<file path="src/rtl/param_regfile.sv">
// Parameterised flip-flop register file: one write port, NREAD combinational read ports, optional hardwired-zero register.
// Define REGFILE_BYPASS_EN to forward same-cycle write data onto matching read ports.
module param_regfile #(
    parameter int WIDTH    = 32,
    parameter int DEPTH    = 32,
    parameter int NREAD    = 2,
    parameter int ZERO_REG = 31
) (
    input  logic                        clk,
    input  logic                        reset,
    input  logic                        wr_en,
    input  logic [$clog2(DEPTH)-1:0]    wr_addr,
    input  logic [WIDTH-1:0]            wr_data,
    input  logic [NREAD*$clog2(DEPTH)-1:0] rd_addr,
    output logic [NREAD*WIDTH-1:0]      rd_data
);

    localparam int AW = $clog2(DEPTH);

    logic [WIDTH-1:0] r_mem [DEPTH];
    logic             w_wrOk;

    // Writes beyond DEPTH or to the zero register are dropped, so storage never holds a stale value there.
    assign w_wrOk = wr_en && !reset && (int'(wr_addr) < DEPTH) && (int'(wr_addr) != ZERO_REG);

    always_ff @(posedge clk) begin
        if (reset) begin
            for (int i = 0; i < DEPTH; i++) begin
                r_mem[i] <= '0;
            end
        end else if (w_wrOk) begin
            r_mem[wr_addr] <= wr_data;
        end
    end

    genvar p;
    generate
        for (p = 0; p < NREAD; p++) begin : g_rd
            logic [AW-1:0]    w_idx;
            logic [WIDTH-1:0] w_val;

            assign w_idx = rd_addr[p*AW +: AW];

            always_comb begin
                w_val = '0;
                if ((int'(w_idx) < DEPTH) && (int'(w_idx) != ZERO_REG)) begin
                    w_val = r_mem[w_idx];
                end
`ifdef REGFILE_BYPASS_EN
                if (w_wrOk && (wr_addr == w_idx)) begin
                    w_val = wr_data;
                end
`endif
            end

            assign rd_data[p*WIDTH +: WIDTH] = w_val;
        end
    endgenerate

endmodule

</file>
<file path="config.mk">
export PLATFORM = sky130hd
export DESIGN_NAME = param_regfile
export DESIGN_NICKNAME = d
export VERILOG_FILES = /design/src/rtl/param_regfile.sv
export SDC_FILE = /design/constraint.sdc
export NUM_CORES = 2
export LEC_CHECK = 0
export ABC_CLOCK_PERIOD_IN_PS = 2400
export CAP_MARGIN = 20
export CELL_PAD_IN_SITES_DETAIL_PLACEMENT = 1
export CELL_PAD_IN_SITES_GLOBAL_PLACEMENT = 1
export CORE_AREA = 8 8 540 277
export DETAILED_ROUTE_END_ITERATION = 6
export DIE_AREA = 0 0 548 285
export HOLD_SLACK_MARGIN = 0.15
export PLACE_DENSITY_LB_ADDON = 0.1
export SYNTH_ARGS = -nofsm -noshare
export SYNTH_HDL_FRONTEND = slang
export SYNTH_SLANG_ARGS = --single-unit
export TNS_END_PERCENT = 1
</file>
<file path="constraint.sdc">
create_clock -name clk -period 2.4 [get_ports clk]
set_input_delay 0.48 -clock clk [delete_from_list [all_inputs] [get_ports clk]]
set_output_delay 0.48 -clock clk [all_outputs]
set_load 0.005 [all_outputs]
</file>
==> impl_metrics.json <==
{
  "hp-class": "input pin to flop",
  "finalCriticalPeriod_ns": 3.09,
  "violations": "negative setup slack",
  "combinationalPowerShare_pct": 15.0,
  "grt_pass1_wl_um": 305000,
  "drc": 0,
  "gr-total-overflow": 0,
  "drv_cap": 0,
  "postSynthAreaPerCell_sq_um": 14.8,
  "synth_cells": 3708,
  "slew_viol_final": 0,
  "grt_max_degree": 51,
  "critical_path_peak_fanout": 2,
  "yosysTopAreaCell": "edfxtp_1",
  "largest_reg_flops": 1024,
  "rsz0062_at_grt": "true",
  "finalSetupViolations": 64,
  "hold_slack_ns": 0.576,
  "clock-sinks": 1024,
  "drt_first_pass_iters": 5,
  "synth_cell_types": 40,
  "power_frac_seq_pct": 47.4,
  "start_util_pct": 38.7,
  "relSlewSlack_pct": 35.0,
  "portBuffers": 113,
  "finish.utilization_pct": 47.9,
  "power.internal_uw": 33200,
  "start_kind": "flop",
  "cts_tree": "yes",
  "required_ns": 1.92,
  "top_regs": "r_mem (1024)",
  "grt_use_total_pct": 27.1,
  "fin_nets": 4222,
  "layout_setup_ws_ns": -0.694,
  "regMostFlops": "r_mem",
  "synth-seq-area-share_pct": 56.0,
  "die-area_sq_um": 156000,
  "cp.arrival_ns": 2.61,
  "cts_root_buf": "clkbuf_16",
  "synth_edf_count": 1024,
  "grt_pass1_vias": 39900,
  "end_kind": "output port",
  "hpwl_um": 147000,
  "min-delay-start": "reset",
  "max_freq_mhz": 323,
  "pin_count": 114,
  "period_share_pct": 129,
  "wirelength_um": 216000,
  "core-area_sq_um": 142000,
  "cts_made_buffers": 101,
  "die_w_um": 548,
  "drive_gt1_share_pct": 35.0,
  "final.fill_count": 13700,
  "worstMarginPinSlew_ns": 0.975,
  "ys_warn_count": 0,
  "synthArstFlopShare_pct": 0,
  "htreeDepth": 3,
  "num_rows": 98,
  "path_class": "flop to output port",
  "power_density_nw_per_um2": 662,
  "netSwitchingFraction_pct": 26.1,
  "num_vias": 37800,
  "gp_congestion": 0.877,
  "vdd_drop_max_mv": 0.543,
  "synth_area_leaders": "edfxtp_1 (56%), mux4_2 (16%), and2_1 (12%), mux2i_1 (5.8%), clkbuf_1 (1.8%)",
  "synth-main-ff-cell": "edfxtp_1",
  "synth_top_cell_area_share_pct": 56.0,
  "finalSetupTns_ns": -30.81,
  "instances_no_fill": 6162,
  "wl_per_cell_um": 35.1,
  "clock_power_share_pct": 37.6,
  "synth_most_common_cell": "edfxtp_1",
  "dp.cells": 5944,
  "holdPathEnd": "r_mem[31][3]",
  "viasPerCell": 6.14,
  "antenna_found_initial": 15,
  "leakagePower_uw": 0.0245,
  "cts.path.max_buffers": 3,
  "die-height_um": 285,
  "drtIter0Drc": 4533,
  "hold_violations": 0,
  "path_clk_slew_ns": 0.07,
  "ys_ff_latch": 1024,
  "drtAntennaViolNets": 0,
  "area_growth_syn_to_layout_pct": 23.6,
  "outcome": "complete, but fails checks",
  "hold-path-cell-count": 2,
  "p_switching_uw": 11700,
  "synth_commonest_cells": "edfxtp_1 (1024), and2_1 (1023), mux4_2 (384), mux2i_1 (320), clkbuf_1 (268)",
  "syn_area_sq_um": 54900
}
==> kinds of logic after synthesis <==
group,after synthesis,share of synthesized area (%)
other,1,0.00683
multiplexers,736,22.3
flip-flops,1024,56.0
AO/OA/AOI/OAI,372,5.21
AND/OR/NAND/NOR,1169,12.9
buffers and inverters,406,3.56
==> repair_timing <==
item,CTS,global route
setup endpoints to repair,64,64
gates resized for setup,357,59
gates cloned,1,0
setup buffers,29,0
pin swaps,72,37
hold buffers,0,0
hold endpoints to repair,0,0
==> metrics by stage <==
step                area [sq um]  total power, uW  setup WS, ns
finish                     67800            44900        -0.694
floorplan                  55000            24500        0.0285
CTS                        67700            45000        -0.754
detailed placement         63400            28100         -1.59
global placement           63400            27900         -1.62
global route               67800            46000        -0.751
==> layout by cell type, fill, tap and decap left out, types with 36 or more instances in the layout <==
cell type        netlist  final
a211oi_2              15     54
edfxtp_1            1024   1024
nand2_1               57     50
buf_12                 0    164
and2_1              1023   1005
mux2i_1              320    300
clkdlybuf4s50_1        0     38
buf_4                 38    443
buf_2                 64     38
clkbuf_16              0    104
nor2_4                 0     36
mux4_2               384    384
==> power groups by stage <==
stage / logic [uW] / clock network, uW / registers [uW]
floorplan: 3230 / 0 / 21300
global placement: 6370 / 0 / 21500
detailed placement: 6470 / 0 / 21600
CTS: 6700 / 17100 / 21200
global route: 7020 / 17700 / 21400
finish: 6750 / 16900 / 21300
==> critical path: stages (launching register included) <==
cell      delay [ns]
edfxtp_1        0.43
mux4_2          0.48
mux2_4          0.30
a221oi_4        0.29
buf_6           0.18
a211oi_4        0.05
buf_2           0.17
==> area by class of cell <==
| class | count | area, sq um | share of cell area, % |
|---|---|---|---|
| antenna | 9 | 22.5 | 0.0332 |
| clock buffer | 111 | 2610 | 3.84 |
| clock inverter | 73 | 752 | 1.11 |
| inverter | 3 | 13.8 | 0.0203 |
| multi-input combinational | 2309 | 23500 | 34.6 |
| sequential | 1024 | 30700 | 45.3 |
| tap | 1900 | 2380 | 3.50 |
| timing repair buffer | 733 | 7840 | 11.6 |
==> how the worst max path moves through the flow <==
stage                       start  cells after the start  slack (ns)     endpoint
finish              r_mem[16][14]                      6       -0.69  rd_data[46]
global route        r_mem[16][14]                      6       -0.75  rd_data[46]
CTS                 r_mem[21][19]                      6       -0.75  rd_data[51]
detailed placement     rd_addr[5]                      9       -1.59  rd_data[51]
global placement       rd_addr[5]                      9       -1.62  rd_data[51]
floorplan              rd_addr[6]                      6        0.03  rd_data[33]
==> metal layers <==
metal  vias up  global-route usage (%)  share of wire (%)
li1      15200                       -                  -
met1     20300                    40.1                 45
met2      1987                    40.7                 43
met3       368                    4.91                8.2
met4         0                    8.42                3.3
met5         -                       0                  0
Note: power is estimated with default switching activity, not from simulation.
